[src/rtl/mask_window_filter_if.sv]
// mask_window_filter_if
//   Bundles the pixel stream, filter configuration and filtered output of
//   mask_window_filter.
//   master : stream source / result consumer (drives in_valid, pixel_bit,
//            x_cont, y_cont, mode, thresh; receives out_* and frame stats)
//   slave  : the filter itself
interface mask_window_filter_if #(
    parameter int XW      = 10,
    parameter int YW      = 9,
    parameter int SW_BITS = 6,
    parameter int CW      = 19
);
    logic               in_valid;
    logic               pixel_bit;
    logic [XW-1:0]      x_cont;
    logic [YW-1:0]      y_cont;
    logic [1:0]         mode;
    logic [SW_BITS-1:0] thresh;
    logic               out_valid;
    logic               out_pixel;
    logic [XW-1:0]      out_x;
    logic [YW-1:0]      out_y;
    logic               frame_done;
    logic [CW-1:0]      white_count;

    modport master (
        output in_valid, pixel_bit, x_cont, y_cont, mode, thresh,
        input  out_valid, out_pixel, out_x, out_y, frame_done, white_count
    );

    modport slave (
        input  in_valid, pixel_bit, x_cont, y_cont, mode, thresh,
        output out_valid, out_pixel, out_x, out_y, frame_done, white_count
    );
endinterface

[src/rtl/mask_window_filter.sv]
// mask_window_filter
//   Binary WIN x WIN window filter on the 1-bit red-classification stream
//   (raster order). Buffers WIN-1 lines, forms the window ending at the
//   current pixel and emits the filtered centre pixel one clock later.
//   Modes: 0 bypass, 1 threshold (sum >= thresh), 2 erode, 3 dilate.
//   Also counts white output pixels per frame.
// Ports:
//   VGA_clock : clock, rising edge
//   reset     : synchronous, active-high
//   bus       : mask_window_filter_if.slave
//               in : in_valid, pixel_bit, x_cont, y_cont, mode, thresh
//               out: out_valid, out_pixel, out_x, out_y, frame_done,
//                    white_count
// WIN must be 3, 5 or 7; 2^SW_BITS > WIN*WIN; 2^CW > H_ACTIVE*V_ACTIVE.
module mask_window_filter #(
    parameter int H_ACTIVE = 640,
    parameter int V_ACTIVE = 480,
    parameter int WIN      = 3,
    parameter int XW       = 10,
    parameter int YW       = 9,
    parameter int SW_BITS  = 6,
    parameter int CW       = 19
) (
    input  logic                 VGA_clock,
    input  logic                 reset,
    mask_window_filter_if.slave  bus
);
    localparam int H    = (WIN - 1) / 2;
    localparam int TAPS = WIN * WIN;
    localparam int NLB  = WIN - 1;
    localparam int AW   = $clog2(H_ACTIVE);

    // Line buffers and column history carry data only; never reset.
    logic               r_lb   [NLB][H_ACTIVE];
    logic [WIN-1:0]     r_hist [NLB];

    logic [1:0]         r_mode;
    logic [SW_BITS-1:0] r_thr;
    logic               r_vld_p1;
    logic               r_pix_p1;
    logic [XW-1:0]      r_x_p1;
    logic [YW-1:0]      r_y_p1;
    logic [CW-1:0]      r_cnt;
    logic [CW-1:0]      r_wc_p2;
    logic               r_done_p2;

    logic               w_in_ok;
    logic               w_sof;
    logic               w_out_ok;
    logic               w_last;
    logic [AW-1:0]      w_xi;
    logic [WIN-1:0]     w_col;
    logic [WIN-1:0]     w_win [WIN];
    logic [SW_BITS-1:0] w_sum;
    logic               w_pix;

    function automatic logic f_filter(input logic [1:0]         md,
                                      input logic [SW_BITS-1:0] thr,
                                      input logic [SW_BITS-1:0] s,
                                      input logic               centre);
        case (md)
            2'd0:    f_filter = centre;
            2'd1:    f_filter = (s >= thr);
            2'd2:    f_filter = (s == SW_BITS'(TAPS));
            default: f_filter = (s != '0);
        endcase
    endfunction

    assign w_in_ok  = bus.in_valid && (bus.x_cont < XW'(H_ACTIVE))
                                   && (bus.y_cont < YW'(V_ACTIVE));
    assign w_sof    = w_in_ok && (bus.x_cont == '0) && (bus.y_cont == '0);
    assign w_out_ok = w_in_ok && (bus.x_cont >= XW'(H)) && (bus.y_cont >= YW'(H));
    assign w_xi     = bus.x_cont[AW-1:0];

    // Column at x: bit k is line y-k. Lines above the frame are forced to
    // zero from y_cont, so whatever the buffers held before this frame
    // (reset, truncated frame) can never reach the window.
    always_comb begin
        w_col    = '0;
        w_col[0] = bus.pixel_bit;
        for (int k = 1; k < WIN; k++) begin
            w_col[k] = r_lb[k-1][w_xi];
        end
        for (int k = 1; k < WIN; k++) begin
            if (bus.y_cont < YW'(k)) begin
                w_col[k] = 1'b0;
            end
        end
    end

    // Window column j is x-j; columns left of the frame read as zero,
    // which also hides the tail of the previous line left in r_hist.
    always_comb begin
        w_win[0] = w_col;
        for (int j = 1; j < WIN; j++) begin
            w_win[j] = r_hist[j-1];
            if (bus.x_cont < XW'(j)) begin
                w_win[j] = '0;
            end
        end
    end

    always_comb begin
        w_sum = '0;
        for (int j = 0; j < WIN; j++) begin
            for (int k = 0; k < WIN; k++) begin
                w_sum = w_sum + SW_BITS'(w_win[j][k]);
            end
        end
    end

    assign w_pix = f_filter(r_mode, r_thr, w_sum, w_win[H][H]);

    // ---- stage p0: line buffer shift chain and column history ----
    always_ff @(posedge VGA_clock) begin
        if (w_in_ok) begin
            r_lb[0][w_xi] <= bus.pixel_bit;
            for (int k = 1; k < NLB; k++) begin
                r_lb[k][w_xi] <= r_lb[k-1][w_xi];
            end
            r_hist[0] <= w_col;
            for (int j = 1; j < NLB; j++) begin
                r_hist[j] <= r_hist[j-1];
            end
        end
    end

    // ---- stage p1: filtered pixel, centre coordinates, frame config ----
    // The shadow mode/thresh only change at the first pixel of a frame, so
    // a frame is always filtered with one consistent setting.
    always_ff @(posedge VGA_clock) begin
        if (reset) begin
            r_mode   <= 2'd0;
            r_thr    <= '0;
            r_vld_p1 <= 1'b0;
            r_pix_p1 <= 1'b0;
            r_x_p1   <= '0;
            r_y_p1   <= '0;
        end else begin
            if (w_sof) begin
                r_mode <= bus.mode;
                r_thr  <= bus.thresh;
            end
            r_vld_p1 <= w_out_ok;
            r_pix_p1 <= w_out_ok & w_pix;
            if (w_out_ok) begin
                r_x_p1 <= bus.x_cont - XW'(H);
                r_y_p1 <= bus.y_cont - YW'(H);
            end
        end
    end

    assign w_last = r_vld_p1 && (r_x_p1 == XW'(H_ACTIVE - 1 - H))
                             && (r_y_p1 == YW'(V_ACTIVE - 1 - H));

    // ---- stage p2: frame statistics ----
    // A new frame start clears the running count; if the previous frame
    // never reached its last pixel, no frame_done is issued for it.
    always_ff @(posedge VGA_clock) begin
        if (reset) begin
            r_cnt     <= '0;
            r_wc_p2   <= '0;
            r_done_p2 <= 1'b0;
        end else begin
            r_done_p2 <= w_last;
            if (w_last) begin
                r_wc_p2 <= r_cnt + CW'(r_pix_p1);
                r_cnt   <= '0;
            end else if (w_sof) begin
                r_cnt <= '0;
            end else if (r_vld_p1 && r_pix_p1) begin
                r_cnt <= r_cnt + CW'(1);
            end
        end
    end

    assign bus.out_valid   = r_vld_p1;
    assign bus.out_pixel   = r_pix_p1;
    assign bus.out_x       = r_x_p1;
    assign bus.out_y       = r_y_p1;
    assign bus.frame_done  = r_done_p2;
    assign bus.white_count = r_wc_p2;
endmodule
[src/flat_wrapper.sv]
// flat-port wrapper written by rule: the top's interface ports become plain ports
module mask_window_filter_flat 
#(
    parameter int H_ACTIVE = 640,
    parameter int V_ACTIVE = 480,
    parameter int WIN      = 3,
    parameter int XW       = 10,
    parameter int YW       = 9,
    parameter int SW_BITS  = 6,
    parameter int CW       = 19
)
  (VGA_clock, reset, bus_in_valid, bus_pixel_bit, bus_x_cont, bus_y_cont, bus_mode, bus_thresh, bus_out_valid, bus_out_pixel, bus_out_x, bus_out_y, bus_frame_done, bus_white_count);
  mask_window_filter_if #(.XW(XW), .YW(YW), .SW_BITS(SW_BITS), .CW(CW)) bus_i ();
  input  logic VGA_clock;
  input  logic reset;
  input wire logic [$bits(bus_i.in_valid)-1:0] bus_in_valid;
  input wire logic [$bits(bus_i.pixel_bit)-1:0] bus_pixel_bit;
  input wire logic [$bits(bus_i.x_cont)-1:0] bus_x_cont;
  input wire logic [$bits(bus_i.y_cont)-1:0] bus_y_cont;
  input wire logic [$bits(bus_i.mode)-1:0] bus_mode;
  input wire logic [$bits(bus_i.thresh)-1:0] bus_thresh;
  output wire logic [$bits(bus_i.out_valid)-1:0] bus_out_valid;
  output wire logic [$bits(bus_i.out_pixel)-1:0] bus_out_pixel;
  output wire logic [$bits(bus_i.out_x)-1:0] bus_out_x;
  output wire logic [$bits(bus_i.out_y)-1:0] bus_out_y;
  output wire logic [$bits(bus_i.frame_done)-1:0] bus_frame_done;
  output wire logic [$bits(bus_i.white_count)-1:0] bus_white_count;
  assign bus_i.in_valid = bus_in_valid;
  assign bus_i.pixel_bit = bus_pixel_bit;
  assign bus_i.x_cont = bus_x_cont;
  assign bus_i.y_cont = bus_y_cont;
  assign bus_i.mode = bus_mode;
  assign bus_i.thresh = bus_thresh;
  assign bus_out_valid = bus_i.out_valid;
  assign bus_out_pixel = bus_i.out_pixel;
  assign bus_out_x = bus_i.out_x;
  assign bus_out_y = bus_i.out_y;
  assign bus_frame_done = bus_i.frame_done;
  assign bus_white_count = bus_i.white_count;
  mask_window_filter #(.H_ACTIVE(H_ACTIVE), .V_ACTIVE(V_ACTIVE), .WIN(WIN), .XW(XW), .YW(YW), .SW_BITS(SW_BITS), .CW(CW)) u_core (.VGA_clock(VGA_clock), .reset(reset), .bus(bus_i));
endmodule
[config.mk]
export PLATFORM = sky130hd
export DESIGN_NAME = mask_window_filter_flat
export DESIGN_NICKNAME = d
export VERILOG_FILES = /design/src/rtl/mask_window_filter_if.sv /design/src/rtl/mask_window_filter.sv /design/src/flat_wrapper.sv
export SDC_FILE = /design/constraint.sdc
export NUM_CORES = 2
export LEC_CHECK = 0
export CAP_MARGIN = 20
export CORE_UTILIZATION = 40
export CTS_BUF_LIST = sky130_fd_sc_hd__clkbuf_8
export CTS_CLUSTER_SIZE = 28
export DETAILED_ROUTE_END_ITERATION = 10
export PLACE_DENSITY = 0.61
export REMOVE_ABC_BUFFERS = 1
export SLEW_MARGIN = 40
export SYNTH_ARGS = -nofsm -noshare
export SYNTH_HDL_FRONTEND = slang
export SYNTH_SLANG_ARGS = --single-unit
export TNS_END_PERCENT = 20
[constraint.sdc]
create_clock -name VGA_clock -period 30.4 [get_ports VGA_clock]
set_clock_uncertainty 0.15 [all_clocks]
set_input_delay 6.08 -clock VGA_clock [delete_from_list [all_inputs] [get_ports VGA_clock]]
set_output_delay 6.08 -clock VGA_clock [all_outputs]
set_load 0.005 [all_outputs]
* After elaboration in Yosys (flattened, before gate mapping)
Memory sizes are Yosys's and may differ from the RTL's. Cells that the tools add are included.
Word-level totals: output and inout port bits 41, register bits after elaboration 68, RAM bits 1286, input bits 31, memories 2
Cells by class: reduce and logical (&&, ||, !) cells 15, $lt $le $gt $ge 11, bitwise logic cells 2, equal/unequal tests 5, multiplexer cells 16, add/subtract/negate cells 12
Memories:
- u_core.r_lb | words 2, bits a word 640, rd ports 2, clocked after Yosys merged registers in 0, wr ports 2, RTL line mask_window_filter.sv:34 | logic r_lb [NLB][H_ACTIVE];
- u_core.r_hist | words 2, bits a word 3, rd ports 2, clocked after Yosys merged registers in 0, wr ports 2, RTL line mask_window_filter.sv:35 | logic [WIN-1:0] r_hist [NLB];
Operators by type and width (count):
- 640-bit two-way mux | 1
- 6-bit by 1-bit adder with 6-bit output | 7
- 1-bit binary-select mux with 10-bit select | 2
- 19-bit by 1-bit adder with 19-bit output | 1
- 19-bit by 1-bit adder with 19-bit output, second input constant | 1
- 11-bit >= comparator, second input constant | 1
- 11-bit by 1-bit < comparator with 1-bit output, second input constant | 1
- 10-bit NOT with 11-bit output | 1
- 1-bit demux with 10-bit select | 1
- 10-bit equality test, second input constant | 1
- 10-bit by 1-bit >= comparator with 1-bit output, second input constant | 1
- 1-bit logical AND | 10
- 10-bit zero test | 1
- 10-bit by 1-bit < comparator with 1-bit output, second input constant | 1
- 10-bit < comparator, second input constant | 1
- 10-bit by 2-bit < comparator with 1-bit output, second input constant | 1
- 10-bit by 1-bit subtractor with 10-bit output, second input constant | 1
- 9-bit equality test, second input constant | 1
- 9-bit by 1-bit >= comparator with 1-bit output, second input constant | 1
- 9-bit zero test | 1
- 9-bit by 1-bit < comparator with 1-bit output, second input constant | 1
- 9-bit by 2-bit < comparator with 1-bit output, second input constant | 1
- 9-bit < comparator, second input constant | 1
- 1-bit two-way mux | 9
- 12 further kinds | 13

* Depth between registers and ports, before layout
depth in word-level cells 16, gate-level depth with buffers 28

* Worst setup path after synthesis
Ideal clock, no wire load.
kind input -> register, start point input bus_x_cont[3], end point register u_core.r_pix_p1, in the netlist u_core.bus.out_pixel, slack 0.775 ns, arrival time 29.405 ns, stages 25, data required time 30.180 ns, cell sequence buf_4 > buf_6 > buf_2 > buf_2 > nor2_1 > nand3_1 > o31ai_1 > a221o_1 > a21oi_1 > o2111ai_1 > a21boi_1 > ha_1 > inv_1 > fa_1 > fa_1 > inv_1 > fa_1 > ha_1 > fa_1 > ha_1 > a21o_1 > a21o_1 > a21oi_1 > or4b_2 > a21oi_1
On the way: cells in the longest elaborated chain, start to end 16, elaborated cells between the ends (all ways) 32, classes of those cells add/sub (8); order compare (5); eq/ne (1); mux (11); bitwise (2); reduce/logical (5)
RTL lines:
- start, declared | RTL line flat_wrapper.sv:18 | input wire logic [$bits(bus_i.x_cont)-1:0] bus_x_cont;
- 10-bit NOT with 11-bit output (implied by the code) (*) | RTL line mask_window_filter.sv:82 | w_col[k] = r_lb[k-1][w_xi];
- 1-bit binary-select mux with 10-bit select (*) | RTL line mask_window_filter.sv:82
- 1-bit two-way mux (implied by the code) (*) (2 in a row) | RTL line mask_window_filter.sv:82
- 1-bit two-way mux (*) | RTL line mask_window_filter.sv:85 | if (bus.y_cont < YW'(k)) begin
- named net u_core.w_col[1] | RTL line mask_window_filter.sv:52 | logic [WIN-1:0] w_col;
- 1-bit by 1-bit adder with 2-bit output (*) | RTL line mask_window_filter.sv:107 | w_sum = w_sum + SW_BITS'(w_win[j][k]);
- 6-bit by 1-bit adder with 6-bit output (*) (7 in a row) | RTL line mask_window_filter.sv:107
- 6-bit >= comparator, or another cell as far along | RTL line mask_window_filter.sv:63 | 2'd1: f_filter = (s >= thr);
- 1-bit case mux with 3 select lines (*) | RTL line mask_window_filter.sv:61 | case (md)
- 1-bit AND (*) | RTL line mask_window_filter.sv:145 | r_pix_p1 <= w_out_ok & w_pix;
- end signal, assigned | RTL line mask_window_filter.sv:145
- end, declared | RTL line mask_window_filter.sv:40 | logic r_pix_p1;
The timed path passes the listed nets; every way through them passes the cells marked *. The select of a mux whose other input is x is not followed. A chain may end at the register's enable or synchronous reset.

* Final worst setup path
start point input bus_x_cont[0], end point register u_core.r_pix_p1, in the netlist u_core.bus.out_pixel
Same word-level chain as after synthesis.

==> results.md <==
- Type of the worst min-delay path: reg2reg
- Iteration-0 DRC Markers: 4300
- Post-DP HPWL: between 90000 and 100000 µm
- Async set-reset flop share out of synthesis: 0
- Power per Cell Area: a little under 60 nW/µm²
- Clock Latency Late Sink: 0.93 ns
- TritonCTS Buffers: between 200 and 250
- Die Y: about 380 µm
- Die width: around 380 µm
- Via count: between 30000 and 40000
- Actual slew at the worst max-slew pin: a little over 0.9 ns
- Crit path kind: in2reg
- Crit path DAT: between 15 and 20 ns
- DR DRC count: 0
- Family with the most delay on the worst path: buffers and inverters
- Multi-input logic area: roughly 15000 µm²
- Worst endpoint required time: between 30 and 40 ns
- Synth Instances: roughly 3800
- Ports: 72
- Mux contribution to synthesized area: 0.123
- Peak supply drop: 0.0454 mV
- Die ar.: roughly 140000 µm²
- Area delta synth->final: 11.2%
- Fraction of layout cells with a size suffix above 1: 0.126
- H-tree levels: 4
- Worst path bufs/invs: 8
- Clock Sinks: between 1000 and 1500
- Layout Nets: just under 4000
- Clk root buf: clkbuf_8
- Mapped Area: 56400 µm²
- Post-synth EDFFs: around 1300
- CTS tree: yes
- Yosys reg bits: 1354
- Fmax: approximately 65 MHz
- Simple-gate area share of the yosys netlist: 0.0797
- Critical Path Fanout Max: 60
- Placed Cells: between 5000 and 6000
- Port buffer count: 71
- Slowest cell on the critical path: buf_4
- Slew Limit Fails: 0
- Rows: between 100 and 150
- Clk buf depth: 3
- TNS Setup: 0 ns
- Outcome: finished clean
- Fin area: 62700 µm²
- Slew Limit Headroom: 0.387
- Post-synthesis xor/xnor area fraction: 0.00746
- Area post-placement: 58900 µm²
- Seq. cell area: roughly 40000 µm²
- Detail-routed net length per standard cell: between 20 and 30 µm
- Largest family of logic cells by synthesized area: multiplexers
- CTS resizes: 0
- Compound-Gate Fraction of Synth Area: 0.0442
- Finished Layout Cells: roughly 5900
- Post-synthesis adder-cell area fraction: 0.00621
- CP Launch Type: input pin
- Endpoints failing setup: 0
- Mapped Avg Cell Area: about 15 µm²
- Vias/cell: 5.79
- Global placement routability congestion: between 0.8 and 0.9
- Distinct cell type count after synthesis: 71
- First-pass GRT wire length: around 240000 µm
- Initial core utilization: 0.404
- Initial antenna violation count: 6
- CTS hold repair buffers: 0
- Pleak: roughly 21 nW
- Number of routed nets with antenna violations: 0
- Syn. warnings: 0
- Largest net degree at the start of global routing: between 200 and 250
- RSZ-0062 raised after global routing: no
- Final Hold Vio Count: 0
- Final WL: between 150000 and 200000 µm
- Pre-CTS WS: around 14 ns
- Final Cycle Share: 0.507
- Setup repair bufs after CTS: 0
- Sequential share of the synthesized area: 0.709
- Worst-path clk slew: about 0.06 ns
- Global Route Usage Sum: 0.233
- Fill cells: approximately 12000
- Core box area: 140000 µm²
- Tmin final: between 15 and 20 ns
- GRT overflow: 0
- Top_reg_cell synth: edfxtp_1
- Max Cap Viol: 0
- CP most frequent cell: buf_4
- Setup crit end kind: flop
- Largest stage delay, worst path: a little under 0.8 ns
- Vias in the first global route: around 34000
- Setup ws final: about 15 ns
- Initial DRT Pass Iterations: 8
[logic make-up after synthesis]
| family | Yosys count |
|---|---|
| AOI/OAI and AO/OA | 374 |
| xor gates and xnor gates | 48 |
| muxes | 593 |
| adders and majority gates | 25 |
| DFF | 1354 |
| and+or+nand+nor | 1064 |
| buffers and inverters | 315 |
[placed cells by master (no fill, tap or decap), drive strengths merged, types with 20 or more instances in the layout]
cell type and instances:
mux2i 506, nor2 773, nand2 83, clkinv 86
o21ai 32, nor3 47, o22ai 200, o2111ai 22
mux4 74, clkbuf 216, ha 20, clkdlybuf4s50 64
xnor2 34, a21oi 29, edfxtp 1286, inv 90
nand3 43, dfxtp 68, nor4 33, buf 102
a211oi 20
[Yosys cell counts, types with 4 or more instances]
library cell | count | area (µm²)
edfxtp_1 | 1286 | 38600
nor2_1 | 773 | 2900
mux2i_1 | 506 | 5060
o22ai_1 | 200 | 1250
clkbuf_1 | 181 | 679
nand2_1 | 83 | 312
dfxtp_1 | 68 | 1360
mux4_2 | 64 | 1440
buf_6 | 52 | 586
nor3_1 | 47 | 235
nand3_1 | 43 | 215
buf_2 | 36 | 180
xnor2_1 | 34 | 298
nor4_1 | 33 | 206
o21ai_0 | 31 | 155
a21oi_1 | 29 | 145
o2111ai_1 | 22 | 193
a211oi_1 | 20 | 150
buf_4 | 20 | 150
ha_1 | 20 | 250
inv_1 | 15 | 56.3
a311oi_1 | 14 | 123
nor2b_1 | 14 | 87.6
xor2_1 | 14 | 123
mux2_2 | 13 | 146
o22a_1 | 13 | 114
nand4_1 | 12 | 75.1
a31oi_1 | 10 | 62.6
and3_1 | 10 | 62.6
mux4_1 | 10 | 263
nand2b_1 | 9 | 56.3
buf_1 | 8 | 30.0
nand4b_1 | 7 | 61.3
nand4bb_1 | 6 | 67.6
fa_1 | 5 | 100
or3_1 | 5 | 31.3
a21o_1 | 4 | 30.0
and2_1 | 4 | 25.0
[per-stage QoR]
| step | hold WS, ns | utilization | power [mW] |
|---|---|---|---|
| floorplan | 0.267 | - | 2.29 |
| global placement | 0.280 | 0.420 | 2.35 |
| detailed placement | 0.282 | 0.422 | 2.35 |
| CTS | 0.299 | 0.448 | 3.72 |
| global route | 0.323 | 0.449 | 3.81 |
| finish | 0.301 | 0.449 | 3.70 |
[per-layer routing]
metal  global-route usage  part of all wire  vias to the layer above  wire (µm)
li1                     -                 -                    14544          -
met1                0.318              0.40                    17458      67600
met2                0.359              0.46                     1815      76700
met3               0.0564              0.10                      360      17200
met4               0.0864             0.034                        2       5670
met5                    0          0.000048                        -          8
[worst paths after layout]
check / cells after the start / to / from / slack (ns)
worst min-delay path: 0 / u_core.r_hist[0][5] / u_core.r_hist[0][2] / 0.30
worst max-delay path: 27 / u_core.bus.out_pixel / bus_x_cont[0] / 14.99
worst max register to register: 21 / u_core.bus.out_pixel / u_core.r_lb[0][102] / 23.17
worst min register to register: 0 / u_core.r_hist[0][5] / u_core.r_hist[0][2] / 0.30
[area by class of cell]
cell class | count | share of cell area
diodes | 5 | 0.000200
clock buffers | 216 | 0.0474
multi-input cells | 2104 | 0.240
repair buffers | 166 | 0.0251
flip-flops and latches | 1354 | 0.638
well taps | 1876 | 0.0374
clock inverters | 167 | 0.0118
inverters | 16 | 0.000958
[flip-flops by register name, summed over array words and instances, names as in the netlist, 2 cells and up]
name and flops:
u_core.bus.out_x 10, u_core.r_hist 6, u_core.r_mode 2, u_core.r_lb 1280, u_core.bus.out_y 9, u_core.r_cnt 19, u_core.bus.white_count 19, u_core.r_thr 6
[power by group]
group          switching, mW  internal (mW)
clock network          0.726          0.660
logic                  0.170         0.0721
registers            0.00238           2.07
[worst register-to-register path, cell delays in order, from the launching register on]
cell       delay (ns)
edfxtp_1         0.36
mux4_1           0.56
mux4_2           0.50
mux2i_1          0.58
nor3_2           0.27
a41oi_2          0.36
o2111ai_4        0.24
a21boi_1         0.23
ha_1             0.32
inv_1            0.06
fa_1             0.50
fa_1             0.54
inv_1            0.05
fa_1             0.45
ha_1             0.23
fa_1             0.46
ha_1             0.29
a21o_1           0.10
a21o_1           0.11
a21oi_1          0.06
or4b_2           0.61
a21oi_1          0.14
Power figures use the tool's default switching activity.
